===== src/rtl/lfsr_pkg.sv =====
// Shared types, default tap masks and the LFSR next-state function.
package lfsr_pkg;

    typedef enum logic {
        LFSR_FIB = 1'b0,
        LFSR_GAL = 1'b1
    } lfsr_mode_e;

    localparam logic [3:0] TAPS4_FIB = 4'b1100;
    localparam logic [3:0] TAPS4_GAL = 4'b0011;
    localparam logic [7:0] TAPS8_FIB = 8'hB8;

    // One LFSR step computed on a 32-bit container; bits above width are cleared.
    // Fibonacci shifts toward the MSB with the tap parity entering the LSB.
    // Galois shifts toward the MSB and folds TAPS in when the outgoing MSB is set.
    function automatic logic [31:0] next_state(
        input logic [31:0] state,
        input logic [31:0] taps,
        input lfsr_mode_e  mode,
        input int unsigned width
    );
        logic [31:0] mask;
        logic [31:0] shifted;
        logic [31:0] res;
        logic        fb;
        logic        msb;
        mask    = (width >= 32) ? 32'hFFFF_FFFF : ((32'd1 << width) - 32'd1);
        shifted = state << 1;
        fb      = ^(state & taps & mask);
        msb     = ((state >> (width - 1)) & 32'd1) != 32'd0;
        if (mode == LFSR_FIB) begin
            res = shifted | {31'd0, fb};
        end else begin
            res = msb ? (shifted ^ taps) : shifted;
        end
        return res & mask;
    endfunction

endpackage


===== src/rtl/lfsr_gen_if.sv =====
// Control and observation bundle for lfsr_gen.
interface lfsr_gen_if #(
    parameter int WIDTH = 8
);
    logic             En;
    logic             Load;
    logic [WIDTH-1:0] Seed_In;
    logic [WIDTH-1:0] Out;
    logic             Bit_Out;
    logic             Lockup;
    logic             Wrap;
    logic [WIDTH-1:0] Period_Out;

    modport master (
        output En, Load, Seed_In,
        input  Out, Bit_Out, Lockup, Wrap, Period_Out
    );

    modport slave (
        input  En, Load, Seed_In,
        output Out, Bit_Out, Lockup, Wrap, Period_Out
    );
endinterface


===== src/rtl/lfsr_period_cnt.sv =====
// Tracks the start value of the running sequence, counts enabled steps and
// reports the length of each completed period.
module lfsr_period_cnt #(
    parameter int               WIDTH = 8,
    parameter logic [WIDTH-1:0] SEED  = WIDTH'(1)
) (
    input  logic             clk,
    input  logic             srst,
    input  logic             load_stb,
    input  logic [WIDTH-1:0] load_val,
    input  logic             step_stb,
    input  logic [WIDTH-1:0] step_val,
    output logic             wrap,
    output logic [WIDTH-1:0] period
);

    logic [WIDTH-1:0] start_reg;
    logic [WIDTH-1:0] cnt_reg;
    logic [WIDTH-1:0] cnt_inc;
    logic [WIDTH-1:0] period_reg;
    logic             wrap_reg;

    assign cnt_inc = cnt_reg + WIDTH'(1);

    // Reset/load restart the measurement; a step landing on the start value closes a period.
    always_ff @(posedge clk) begin
        if (srst) begin
            start_reg  <= SEED;
            cnt_reg    <= '0;
            period_reg <= '0;
            wrap_reg   <= 1'b0;
        end else if (load_stb) begin
            start_reg <= load_val;
            cnt_reg   <= '0;
            wrap_reg  <= 1'b0;
        end else if (step_stb) begin
            if (step_val == start_reg) begin
                period_reg <= cnt_inc;
                cnt_reg    <= '0;
                wrap_reg   <= 1'b1;
            end else begin
                cnt_reg  <= cnt_inc;
                wrap_reg <= 1'b0;
            end
        end else begin
            wrap_reg <= 1'b0;
        end
    end

    assign wrap   = wrap_reg;
    assign period = period_reg;

endmodule


===== src/rtl/lfsr_gen.sv =====
// Parametrised LFSR with seed load, all-zero substitution and period measurement.
module lfsr_gen
    import lfsr_pkg::*;
#(
    parameter int               WIDTH = 8,
    parameter logic [WIDTH-1:0] TAPS  = WIDTH'(TAPS8_FIB),
    parameter logic [WIDTH-1:0] SEED  = WIDTH'(1),
    parameter int               MODE  = 0
) (
    input  logic       Clk,
    input  logic       Rst,
    lfsr_gen_if.slave  bus
);

    localparam lfsr_mode_e MODE_E = (MODE == 1) ? LFSR_GAL : LFSR_FIB;

    if (WIDTH < 3 || WIDTH > 32) begin : g_bad_width
        $fatal(1, "lfsr_gen: WIDTH must be in 3..32");
    end
    if (SEED == '0) begin : g_bad_seed
        $fatal(1, "lfsr_gen: SEED must be non-zero");
    end

    logic [WIDTH-1:0] state_reg;
    logic [WIDTH-1:0] state_next;
    logic [WIDTH-1:0] step_val;
    logic [WIDTH-1:0] load_val;
    logic             lockup_reg;
    logic             lockup_next;
    logic             load_zero;
    logic             step_stb;
    logic             wrap;
    logic [WIDTH-1:0] period;

    assign step_val  = WIDTH'(next_state(32'(state_reg), 32'(TAPS), MODE_E, WIDTH));
    assign load_zero = (bus.Seed_In == '0);
    // An all-zero seed would lock the register up, so SEED stands in for it.
    assign load_val  = load_zero ? SEED : bus.Seed_In;
    assign step_stb  = bus.En & ~bus.Load;

    // Load beats step beats hold; Lockup flags only a substituted load.
    always_comb begin
        state_next  = state_reg;
        lockup_next = 1'b0;
        if (bus.Load) begin
            state_next  = load_val;
            lockup_next = load_zero;
        end else if (bus.En) begin
            state_next = step_val;
        end
    end

    // State and Lockup registers.
    always_ff @(posedge Clk) begin
        if (Rst) begin
            state_reg  <= SEED;
            lockup_reg <= 1'b0;
        end else begin
            state_reg  <= state_next;
            lockup_reg <= lockup_next;
        end
    end

    lfsr_period_cnt #(
        .WIDTH (WIDTH),
        .SEED  (SEED)
    ) u_period_cnt (
        .clk      (Clk),
        .srst     (Rst),
        .load_stb (bus.Load),
        .load_val (load_val),
        .step_stb (step_stb),
        .step_val (step_val),
        .wrap     (wrap),
        .period   (period)
    );

    assign bus.Out        = state_reg;
    assign bus.Bit_Out    = state_reg[WIDTH-1];
    assign bus.Lockup     = lockup_reg;
    assign bus.Wrap       = wrap;
    assign bus.Period_Out = period;

endmodule


===== src/flat_wrapper.sv =====
// flat-port wrapper written by rule: the top's interface ports become plain ports
module lfsr_gen_flat import lfsr_pkg::*;
#(
    parameter int               WIDTH = 8,
    parameter logic [WIDTH-1:0] TAPS  = WIDTH'(TAPS8_FIB),
    parameter logic [WIDTH-1:0] SEED  = WIDTH'(1),
    parameter int               MODE  = 0
)
  (Clk, Rst, bus_En, bus_Load, bus_Seed_In, bus_Out, bus_Bit_Out, bus_Lockup, bus_Wrap, bus_Period_Out);
  lfsr_gen_if #(.WIDTH(WIDTH)) bus_i ();
  input  logic Clk;
  input  logic Rst;
  input wire logic [$bits(bus_i.En)-1:0] bus_En;
  input wire logic [$bits(bus_i.Load)-1:0] bus_Load;
  input wire logic [$bits(bus_i.Seed_In)-1:0] bus_Seed_In;
  output wire logic [$bits(bus_i.Out)-1:0] bus_Out;
  output wire logic [$bits(bus_i.Bit_Out)-1:0] bus_Bit_Out;
  output wire logic [$bits(bus_i.Lockup)-1:0] bus_Lockup;
  output wire logic [$bits(bus_i.Wrap)-1:0] bus_Wrap;
  output wire logic [$bits(bus_i.Period_Out)-1:0] bus_Period_Out;
  assign bus_i.En = bus_En;
  assign bus_i.Load = bus_Load;
  assign bus_i.Seed_In = bus_Seed_In;
  assign bus_Out = bus_i.Out;
  assign bus_Bit_Out = bus_i.Bit_Out;
  assign bus_Lockup = bus_i.Lockup;
  assign bus_Wrap = bus_i.Wrap;
  assign bus_Period_Out = bus_i.Period_Out;
  lfsr_gen #(.WIDTH(WIDTH), .TAPS(TAPS), .SEED(SEED), .MODE(MODE)) u_core (.Clk(Clk), .Rst(Rst), .bus(bus_i));
endmodule

===== config.mk =====
export PLATFORM = sky130hd
export DESIGN_NAME = lfsr_gen_flat
export DESIGN_NICKNAME = d
export VERILOG_FILES = /design/src/rtl/lfsr_pkg.sv /design/src/rtl/lfsr_gen_if.sv /design/src/rtl/lfsr_period_cnt.sv /design/src/rtl/lfsr_gen.sv /design/src/flat_wrapper.sv
export SDC_FILE = /design/constraint.sdc
export NUM_CORES = 1
export LEC_CHECK = 0
export ABC_AREA = 1
export CAP_MARGIN = 10
export CORE_ASPECT_RATIO = 0.5
export CORE_MARGIN = 3
export CORE_UTILIZATION = 26
export DETAILED_ROUTE_END_ITERATION = 6
export GPL_TIMING_DRIVEN = 0
export PLACE_DENSITY = 0.42
export SLEW_MARGIN = 5
export SYNTH_ARGS = -nofsm -noshare
export SYNTH_HDL_FRONTEND = slang
export SYNTH_SLANG_ARGS = --single-unit

===== constraint.sdc =====
create_clock -name Clk -period 3.79 [get_ports Clk]
set_input_delay 0.379 -clock Clk [delete_from_list [all_inputs] [get_ports Clk]]
set_output_delay 0.379 -clock Clk [all_outputs]
set_load 0.005 [all_outputs]

**Yosys cells after proc, flatten, opt, wreduce, memory -nomap -nowiden**

Index checks and enable logic that the tools add are counted.

- Bits in registers: 34
- Word-level logic and storage cells: 24
- Input port bits: 12

- Bitwise operators: 4
- Equality and inequality tests: 1
- Add/sub/neg operators: 1
- Multiplexer cells: 5
- Reduce and logical (&&, ||, !) cells: 7

Operator list:

| kind | count |
|---|---|
| $mux 8 | 4 |
| $reduce_xor 32->1 | 1 |
| $add 8x1->8 const B | 1 |
| $eq 8x8->1 | 1 |
| $logic_not 8->1 | 1 |
| $or 8x1->8 | 1 |
| $reduce_or 2->1 | 2 |
| $reduce_and 3->1 | 1 |
| $reduce_or 3->1 | 1 |
| $not 1->1 | 2 |
| $reduce_bool 2->1 | 1 |
| $and 1x1->1 | 1 |
| $mux 1 | 1 |

**Logic depth before layout (Yosys ltp)**

- Depth after elaboration: 4
- Mapped depth: 11
- Gate-level depth less buffers: 11

**Modules after synthesis**

A second synthesis with hierarchy kept.

- Cells, all modules: 275
- Area total of the unflattened synthesis: 1808.0 um^2

By module, submodules not included:

| module | times used | area each (um^2) | cells an instance |
|---|---|---|---|
| lfsr_period_cnt | 1 | 1203.7 | 177 |
| lfsr_gen | 1 | 604.3 | 98 |

**Least setup slack after synthesis**

Ideal clock, no wire load.

- Path kind: in2reg
- Start: in Rst
- End: reg u_core.u_period_cnt.start_reg[1]
- Library setup time: 0.134 ns
- Stages on the path: 5
- Arrival: 1.165 ns
- Data required time: 3.656 ns
- Path buffers: 2
- Path slack: 2.491 ns
- Path through: clkbuf_1 -> nor2_1 -> inv_1 -> clkbuf_1 -> o22ai_1

RTL lines:

| what | RTL line | RTL |
|---|---|---|
| start, declared | flat_wrapper.sv:12 | `input logic Rst;` |
| end signal, assigned | lfsr_period_cnt.sv:33 | `start_reg <= load_val;` |
| end, declared | lfsr_period_cnt.sv:17 | `logic [WIDTH-1:0] start_reg;` |

==> flow_summary.ini <==
[timing]
setup_viol = 0
maxSlewViolCount = 0
fin_crit_sh = 0.474
tightest_slew_ns = 0.553
rsz0062_at_grt = no
skew_ns = 0.00259
final.setup.tns_ns = 0
hold_viol_final = 0
max_slew_margin = 0.630
fmax_ghz = 0.557
fin_crit_ns = 1.79

[layout]
fill_cells = 632
nets = 297
layout-area-overhead-vs-synth_pct = 32.2
drive_gt1_frac = 0.0601
diodes = 0
stdcell_area_sq_mm = 0.00219

[floorplanning]
core_sq_mm = 0.00582
fp-row-count = 19
dieHeight_microns = 62.5
fp.dieArea_sq_mm = 0.00743
die_x_microns = 119
io_pins = 31
start_util = 0.285

[setup_path]
slowest_delay_ns = 0.50
reg2regPathDepth = 11
crit_buf_inv = 4
path_delay_family = buffers and inverters
r2r-end = u_core.u_period_cnt.period[7]
worstSetupEndpointType = flip-flop
critical_path_class = in -> reg
critPathRequiredTime_ns = 3.92
start_kind = primary input
worstPathCellList = clkdlybuf4s50_1, buf_2, nor2_1, inv_1, clkbuf_1, o22ai_1
crit_arrival_ns = 1.93
rr_startpoint = u_core.bus.Out[4]
rrSetupSlack_ns = 2.28
cpMaxStageDelayCell = clkdlybuf4s50_1
worstPathMaxFanout = 10

[synthesis]
syn_nets = 261
synth_common_cells = 88 x nand2_1, 34 x dfxtp_1, 27 x inv_1, 23 x nor2_1, 16 x nand3_1
synth-seq-cells = 34
yosysTopAreaCell = dfxtp_1
yosys.cell_count.top_type = nand2_1
yosysWarnings = 0
synthDistinctLibCells = 28
synth_ff_type = dfxtp_1
postSynthAreaPerCell_sq_um = 6.68
synthCells = 248
synthArstFlopShare = 0
ys_seq_area_frac = 0.411
yosysTopAreaCellShare = 0.411
syn-cell-area_sq_mm = 0.00166
synth_area_leaders = dfxtp_1 41%, nand2_1 20%, inv_1 6.1%
synth_edf_count = 0

[clocking]
htree_levels = 2
clock-root-buffer = clkbuf_16
cts_hold_buffers = 0
numCtsBuffers = 5
cts_resized = 0
clock_latency_ns = 0.27
cts_tree = done
clkTransAtPathRegs_ns = 0.05
cts_max_path_buffers = 2
clock-sinks = 34
cts_setup_buffers = 0

[hold_path]
hold_path.class = reg -> reg
hold_path_end = u_core.u_period_cnt.period[0]
hold_depth = 2
hold_path.startpoint = u_core.u_period_cnt.period[0]

[route]
wl_per_cell_microns = 11.8
firstDrtPassIters = 4
drt-initial-drc-count = 58
drc_errors = 0
vias = 1613
vias_per_cell = 4.40
ant_nets = 0
routed_wl_mm = 4.32

[grt]
grt_max_degree = 11
grt_pass1_vias = 1573
grt.overflow.total = 0
grt_usage = 0.123
antenna_found_initial = 0
grt_pass1_wl_mm = 7.45

[place]
place_area_sq_mm = 0.00205
gp_congestion = 0.744
dp_hpwl_mm = 3.28
io_buffers = 29

[job]
max-cap-violations = 0

[outcome]
status = finished clean

[power]
max-vdd-ir-drop_mv = 0.159
power.leakage_nw = 0.892
p_per_area_mw_per_mm2 = 398
## tightest hold or removal path: cells and delay by family, from the launching register on
family           cells  cell delay (ns)
DFF                  1             0.30
and+or+nand+nor      2             0.12
## report_power, final
group / total, mW / internal [mW] / switching [mW]
combinational: 0.101 / 0.0426 / 0.0589
sequential: 0.380 / 0.370 / 0.0109
clock: 0.390 / 0.253 / 0.137
## cell type report
cell class                 count  area (sq um)  share of cell area
timing repair buffer          29           290               0.132
inverter                      32           125              0.0571
sequential                    34           681               0.311
buffer                         6          27.5              0.0126
multi-input combinational    176           825               0.376
clock buffer                   6           139              0.0634
tap                           84           105              0.0479
## logic make-up after synthesis
logic type / share of synthesized area
compound gates: 0.101
xor+xnor: 0.0211
fa+ha+maj: 0.00755
buf+inv: 0.0921
flops: 0.411
simple gates: 0.368
## stage by stage
| step | setup WS (ns) | utilization | std cells | hold WS, ns | power (mW) |
|---|---|---|---|---|---|
| 2_1_floorplan | 2.49 | - | 248 | 0.452 | 0.446 |
| 4_1_cts | 1.95 | 0.376 | 367 | 0.473 | 0.889 |
| 3_3_place_gp | 1.66 | 0.353 | 361 | 0.462 | 0.491 |
| 3_5_place_dp | 1.66 | 0.353 | 361 | 0.465 | 0.490 |
| 6_report | 2.00 | 0.376 | 367 | 0.470 | 0.872 |
| 5_1_grt | 1.82 | 0.376 | 367 | 0.511 | 0.916 |
## per-layer routing
metal | up-vias | global-route usage | wire (microns)
met3 | 5 | 0.0380 | 162
met2 | 19 | 0.197 | 1950
li1 | 859 | - | -
met5 | - | 0 | 0
met1 | 730 | 0.162 | 2160
met4 | 0 | 0.0303 | 42
## cell usage in the layout, fill, tap and decap left out, drive strengths merged
| cell type | netlist | final |
|---|---|---|
| a21oi | 11 | 11 |
| a31oi | 6 | 6 |
| buf | 3 | 3 |
| clkbuf | 3 | 9 |
| clkdlybuf4s50 | 0 | 29 |
| clkinv | 3 | 3 |
| dfxtp | 34 | 34 |
| ha | 1 | 1 |
| inv | 29 | 29 |
| nand2 | 92 | 92 |
| nand3 | 17 | 17 |
| nand3b | 4 | 4 |
| nand4 | 2 | 2 |
| nor2 | 24 | 24 |
| nor3 | 1 | 1 |
| nor4 | 1 | 1 |
| o211ai | 1 | 1 |
| o21ai | 6 | 6 |
| o22ai | 6 | 6 |
| xnor2 | 2 | 2 |
| xor2 | 2 | 2 |
## worst max-delay path by stage
stage	start	end	slack [ns]	depth (start not counted)
detailed placement	bus_Load	u_core.u_period_cnt.start_reg[3]	1.66	6
finish	bus_Load	u_core.u_period_cnt.start_reg[2]	2.00	6
floorplan	Rst	u_core.u_period_cnt.start_reg[1]	2.49	5
CTS	bus_Load	u_core.u_period_cnt.start_reg[2]	1.95	6
global placement	bus_Load	u_core.u_period_cnt.start_reg[2]	1.66	6
global route	bus_Load	u_core.u_period_cnt.start_reg[1]	1.82	6
Note: power is estimated with default switching activity, not from simulation.
==> RTL change 1: new RTL, same flow settings <==
Make the reset (`Rst` and `srst`) asynchronous in 2 clocked blocks.
--- a/src/rtl/lfsr_period_cnt.sv
+++ b/src/rtl/lfsr_period_cnt.sv
@@ -23,7 +23,7 @@
     assign cnt_inc = cnt_reg + WIDTH'(1);
 
     // Reset/load restart the measurement; a step landing on the start value closes a period.
-    always_ff @(posedge clk) begin
+    always_ff @(posedge clk or posedge srst) begin
         if (srst) begin
             start_reg  <= SEED;
             cnt_reg    <= '0;
--- a/src/rtl/lfsr_gen.sv
+++ b/src/rtl/lfsr_gen.sv
@@ -51,7 +51,7 @@
     end
 
     // State and Lockup registers.
-    always_ff @(posedge Clk) begin
+    always_ff @(posedge Clk or posedge Rst) begin
         if (Rst) begin
             state_reg  <= SEED;
             lockup_reg <= 1'b0;
Behaviour: differs if Rst is asserted again (counterexample within 4 cycles, from zero or initial values and one cycle with Rst high); with Rst held inactive, the same outputs for 10 cycles.
==> RTL change 1 against the original RTL <==
  * Fmax grew 3.9%
  * Via count decreased by 11%
  * Power grew 11%
  * Cell count decreased by 9.3%
  * Hold slack lost 0.060 ns
  * Worst setup slack gained 0.067 ns
  * Critical path depth decreased by 5
  * Synthesized cell count is 16% lower
  * Final area up 3.0%
  * Sequential cell count unchanged
  * Largest cell class is now sequential cells
  * Wire length fell by 3.0%
  * Area after synthesis grew 3.2%
==> RTL change 1: results (changes against the original RTL) <==
stage;metric;value;unit;change
worst_hold_path;holdPathEnd;u_core.u_period_cnt.start_reg[2];;was u_core.u_period_cnt.period[0]
worst_setup_path;cpPeakStageDelay;0.56;ns;was 0.50 ns
place;hpwlAfterDp;3090;µm;was 3280 µm
place;dp.cells;325;;was 361
worst_hold_path;min_path_type;primary input to flop;;was flop to flop
routing;vias;1429;;was 1613
clock_tree;cts-resized-gates;0;;unchanged
timing;worstMarginPinSlew;0.732;ns;was 0.553 ns
global_route;grt_pass1_vias;1462;;was 1573
final_layout;fin_area;2260;µm²;was 2190 µm²
final_layout;drive_gt1_share;9.80;%;was 6.01%
pwr;vdd_drop_max;0.000149;V;was 0.000159 V
timing;timing.hold.ws;0.410;ns;was 0.470 ns
logic_synthesis;synth.top_cells.by_area;dfrtp_1 (47%), nand2_1 (17%), inv_1 (5.0%);;was dfxtp_1 (41%), nand2_1 (20%), inv_1 (6.1%)
pwr;leakage;0.00114;µW;was 0.000892 µW
logic_synthesis;synth-seq-area-share;49.9;%;was 41.1%
global_route;grt_max_degree;35;;was 11
routing;drt_iter0_drc;56;;was 58
routing;viasPerCell;4.29;;was 4.40
worst_setup_path;cp-endpoint;bus_Out[0];;was u_core.u_period_cnt.start_reg[2]
final_layout;layout.nets;257;;was 297
worst_setup_path;timing.rr.end;u_core.u_period_cnt.period[1];;was u_core.u_period_cnt.period[7]
worst_setup_path;crit_family;flip-flops;;was buffers and inverters
global_route;track_usage;11.9;%;was 12.3%
worst_setup_path;worstPathMaxFanout;4;;was 10
place;dp_slack;1.91;ns;was 1.66 ns
worst_hold_path;hp-start;bus_Load;;was u_core.u_period_cnt.period[0]
worst_setup_path;r2r.worst_path.cells;9;;was 11
logic_synthesis;synth_fp_nets;221;;was 261
global_route;grt_pass1_wl;7130;µm;was 7450 µm
worst_setup_path;cp-startpoint;u_core.bus.Out[0];;was bus_Load
place;placed_area;2110;µm²;was 2050 µm²
floorplanning;dieArea;7650;µm²;was 7430 µm²
clock_tree;clk_latency;0.28;ns;
worst_hold_path;hold_path_depth;3;;was 2
outcome;outcome;complete, no violations;;unchanged
timing;setup_slack;2.06;ns;was 2.00 ns
logic_synthesis;ys_types;25;;was 28
logic_synthesis;yosys-top-cells-count;nand2_1 (78), dfrtp_1 (32), inv_1 (23), nand3_1 (13), nor2_1 (10);;was nand2_1 (88), dfxtp_1 (34), inv_1 (27), nor2_1 (23), nand3_1 (16)
place;place_congestion;0.770;;was 0.744
routing;routedWlPerCell;12.6;µm;was 11.8 µm
worst_setup_path;r2r_slack;2.22;ns;was 2.28 ns
logic_synthesis;synthCells;208;;was 248
timing;fin_skew;0.00573;ns;was 0.00259 ns
worst_setup_path;worstPathArrival;1.35;ns;was 1.93 ns
clock_tree;post_cts_buffers;0;;unchanged
final_layout;fillers;675;;was 632
worst_setup_path;slowest_stage;dfstp_2;;was clkdlybuf4s50_1
logic_synthesis;postSynth.asyncResetShare;100;%;was 0%
-- RTL change 1: cell count changes after synthesis, moves of 4 or more --
| cell | delta |
|---|---|
| dfxtp_1 | -34 |
| dfrtp_1 | +32 |
| nor2_1 | -13 |
| nand2_1 | -10 |
| a21oi_1 | -9 |
| nand4_1 | +7 |
| a31oi_1 | -6 |
| o22ai_1 | -6 |
| o221ai_1 | +5 |
| inv_1 | -4 |
| xnor2_1 | +4 |
-- RTL change 1: cells by family (layout without fill, tap and decap cells) --
family	Yosys count	count (layout)	synth area share, %
AND/OR/NAND/NOR	121	121	32.5
flip-flops	34	34	49.9
buffers and inverters	29	66	7.02
AO/OA/AOI/OAI	15	15	5.78
XOR/XNOR	8	8	4.10
adder cells (fa/ha/maj)	1	1	0.731
-- RTL change 1: worst register-to-register path, stage by stage, from the launching register on --
cell     delay, ns
dfstp_2       0.56
inv_1         0.06
nand2_1       0.05
nand2_1       0.05
nor2_1        0.13
nand2_2       0.11
nor2_8        0.20
nand3_4       0.15
nand2_1       0.10
nand2_1       0.05
-- RTL change 1: area by class of cell --
type	instances	area share (%)
Clock buffer	7	6.32
Sequential cell	34	37.8
Timing Repair Buffer	29	12.9
Multi-Input combinational cell	145	32.6
Clock inverter	1	0.222
Inverter	25	4.16
Tap cell	88	4.88
Buffer	4	1.16
-- RTL change 1: layer usage --
layer	share of wire, %	vias to the layer above	global-route usage (%)
li1	-	735	-
met1	49	669	15.5
met2	46	20	18.8
met3	3.6	5	3.32
met4	1.5	0	5.08
met5	0	-	0
-- RTL change 1: where the power goes --
group          internal (µW)  leakage (µW)  switching (µW)  total, µW
Combinational           67.6      0.000622            84.5        152
Sequential               387      0.000441            19.7        407
Clock                    260     0.0000739             150        411
Total                    715       0.00114             255        970
==> RTL change 2: new RTL, same settings <==
Made on the original files. `WIDTH` is set to 8 in 4 places; all go to 6.
--- a/src/rtl/lfsr_gen_if.sv
+++ b/src/rtl/lfsr_gen_if.sv
@@ -1,6 +1,6 @@
 // Control and observation bundle for lfsr_gen.
 interface lfsr_gen_if #(
-    parameter int WIDTH = 8
+    parameter int WIDTH = 6
 );
     logic             En;
     logic             Load;
--- a/src/rtl/lfsr_period_cnt.sv
+++ b/src/rtl/lfsr_period_cnt.sv
@@ -1,7 +1,7 @@
 // Tracks the start value of the running sequence, counts enabled steps and
 // reports the length of each completed period.
 module lfsr_period_cnt #(
-    parameter int               WIDTH = 8,
+    parameter int               WIDTH = 6,
     parameter logic [WIDTH-1:0] SEED  = WIDTH'(1)
 ) (
     input  logic             clk,
--- a/src/rtl/lfsr_gen.sv
+++ b/src/rtl/lfsr_gen.sv
@@ -2,7 +2,7 @@
 module lfsr_gen
     import lfsr_pkg::*;
 #(
-    parameter int               WIDTH = 8,
+    parameter int               WIDTH = 6,
     parameter logic [WIDTH-1:0] TAPS  = WIDTH'(TAPS8_FIB),
     parameter logic [WIDTH-1:0] SEED  = WIDTH'(1),
     parameter int               MODE  = 0
--- a/src/flat_wrapper.sv
+++ b/src/flat_wrapper.sv
@@ -1,7 +1,7 @@
 // flat-port wrapper written by rule: the top's interface ports become plain ports
 module lfsr_gen_flat import lfsr_pkg::*;
 #(
-    parameter int               WIDTH = 8,
+    parameter int               WIDTH = 6,
     parameter logic [WIDTH-1:0] TAPS  = WIDTH'(TAPS8_FIB),
     parameter logic [WIDTH-1:0] SEED  = WIDTH'(1),
     parameter int               MODE  = 0
Interface: changed (resized bus_Out, bus_Period_Out and bus_Seed_In); port bits go from 31 to 25. The function was not compared with the original's and may differ.
==> RTL change 2 against the original RTL <==
  * Die area is 26% lower
  * Final area shrank 30%
  * Clock skew is 0.0051 ns higher
  * Area after synthesis is 28% lower
  * Fmax down 1.2%
  * Sequential cell count fell by 8
  * Power is 36% lower
  * Worst setup slack got worse by 0.022 ns
  * Via count fell by 33%
  * Synthesized cell count decreased by 34%
  * Wire length is 34% lower
==> RTL change 2: results (changes against the original RTL) <==
stage;metric;value;unit;change
pwr;p_sw_share;26.0;%;was 23.7%
clock_tree;clock-root-buffer;clkbuf_8;;was clkbuf_16
logic_synthesis;synth-seq-area-share;43.6;%;was 41.1%
global_route;grt_max_degree;15;;was 11
place;dp.cells;239;;was 361
global_route;grt_pass1_wl;4690;µm;was 7450 µm
place;port_buffers;22;;was 29
pwr;power;562;µW;was 872 µW
logic_synthesis;yosys-top-cells-count;nand2_1 (52), dfxtp_1 (26), inv_1 (19), nor2_1 (19), nand3_1 (10);;was nand2_1 (88), dfxtp_1 (34), inv_1 (27), nor2_1 (23), nand3_1 (16)
global_route;grt_pass1_vias;1009;;was 1573
worst_setup_path;cp-endpoint;u_core.bus.Out[4];;was u_core.u_period_cnt.start_reg[2]
routing;vias;1076;;was 1613
clock_tree;cts_htree_levels;1;;was 2
outcome;outcome;complete, no violations;;unchanged
worst_setup_path;cp-startpoint;Rst;;was bus_Load
worst_setup_path;worstPathArrival;1.99;ns;was 1.93 ns
pwr;vdd_drop_max;0.000122;V;was 0.000159 V
worst_setup_path;timing.rr.end;u_core.u_period_cnt.cnt_reg[5];;was u_core.u_period_cnt.period[7]
pwr;p_clk;182;µW;was 390 µW
routing;drt_iter0_drc;28;;was 58
global_route;track_usage;11.3;%;was 12.3%
timing;worstMarginPinSlew;0.496;ns;was 0.553 ns
worst_setup_path;cpPeakStageDelay;0.56;ns;was 0.50 ns
final_layout;fillers;457;;was 632
clock_tree;cts_buffers;3;;was 5
final_layout;drive_gt1_share;7.94;%;was 6.01%
worst_hold_path;holdPathEnd;u_core.u_period_cnt.cnt_reg[0];;was u_core.u_period_cnt.period[0]
place;placed_area;1480;µm²;was 2050 µm²
worst_setup_path;r2r-start;u_core.bus.Out[1];;was u_core.bus.Out[4]
clock_tree;clk_pin_slew;0.09;ns;was 0.05 ns
timing;setup_slack;1.97;ns;was 2.00 ns
worst_hold_path;min_path_type;primary input to flop;;was flop to flop
routing;routedWlPerCell;11.7;µm;was 11.8 µm
logic_synthesis;ys_types;21;;was 28
logic_synthesis;synth.top_cells.by_area;dfxtp_1 (44%), nand2_1 (16%), inv_1 (6.0%);;was dfxtp_1 (41%), nand2_1 (20%), inv_1 (6.1%)
pwr;leakage;0.000665;µW;was 0.000892 µW
pwr;seq_power_share;52.6;%;was 43.6%
routing;viasPerCell;4.43;;was 4.40
place;dp_slack;1.68;ns;was 1.66 ns
logic_synthesis;synth_fp_nets;174;;was 261
place;hpwlAfterDp;2210;µm;was 3280 µm
timing;timing.hold.ws;0.415;ns;was 0.470 ns
worst_setup_path;r2r.worst_path.cells;9;;was 11
timing;fin_skew;0.00767;ns;was 0.00259 ns
worst_hold_path;hp-start;bus_En;;was u_core.u_period_cnt.period[0]
final_layout;layout.nets;201;;was 297
## RTL change 2: layout make-up
cell class,instances,area [µm²],share of cell area [%]
multi-input cells,111,559,36.4
flip-flops and latches,26,520,33.9
repair buffers,22,220,14.3
inverters,22,87.6,5.70
well taps,54,67.6,4.40
clock buffers,4,55.1,3.58
plain buffers,4,26.3,1.71
## RTL change 2: logic make-up (layout without fill, tap and decap cells)
group | after synthesis | after routing | synth area share (%)
AOI/OAI and AO/OA | 19 | 19 | 9.85
xor gates and xnor gates | 4 | 4 | 2.94
adders and majority gates | 1 | 1 | 1.05
buffers and inverters | 26 | 52 | 9.54
DFF | 26 | 26 | 43.6
and+or+nand+nor | 87 | 87 | 33.0
## RTL change 2: layer usage
metal  part of all wire [%]  routed length [µm]  global-route usage, %  vias to the layer above
met4                   0.35                  10                   1.96                        0
met2                     44                1270                   18.8                       18
li1                       -                   -                      -                      569
met5                      0                   0                      0                        -
met3                    5.2                 149                   4.01                        3
met1                     50                1430                   14.4                      486
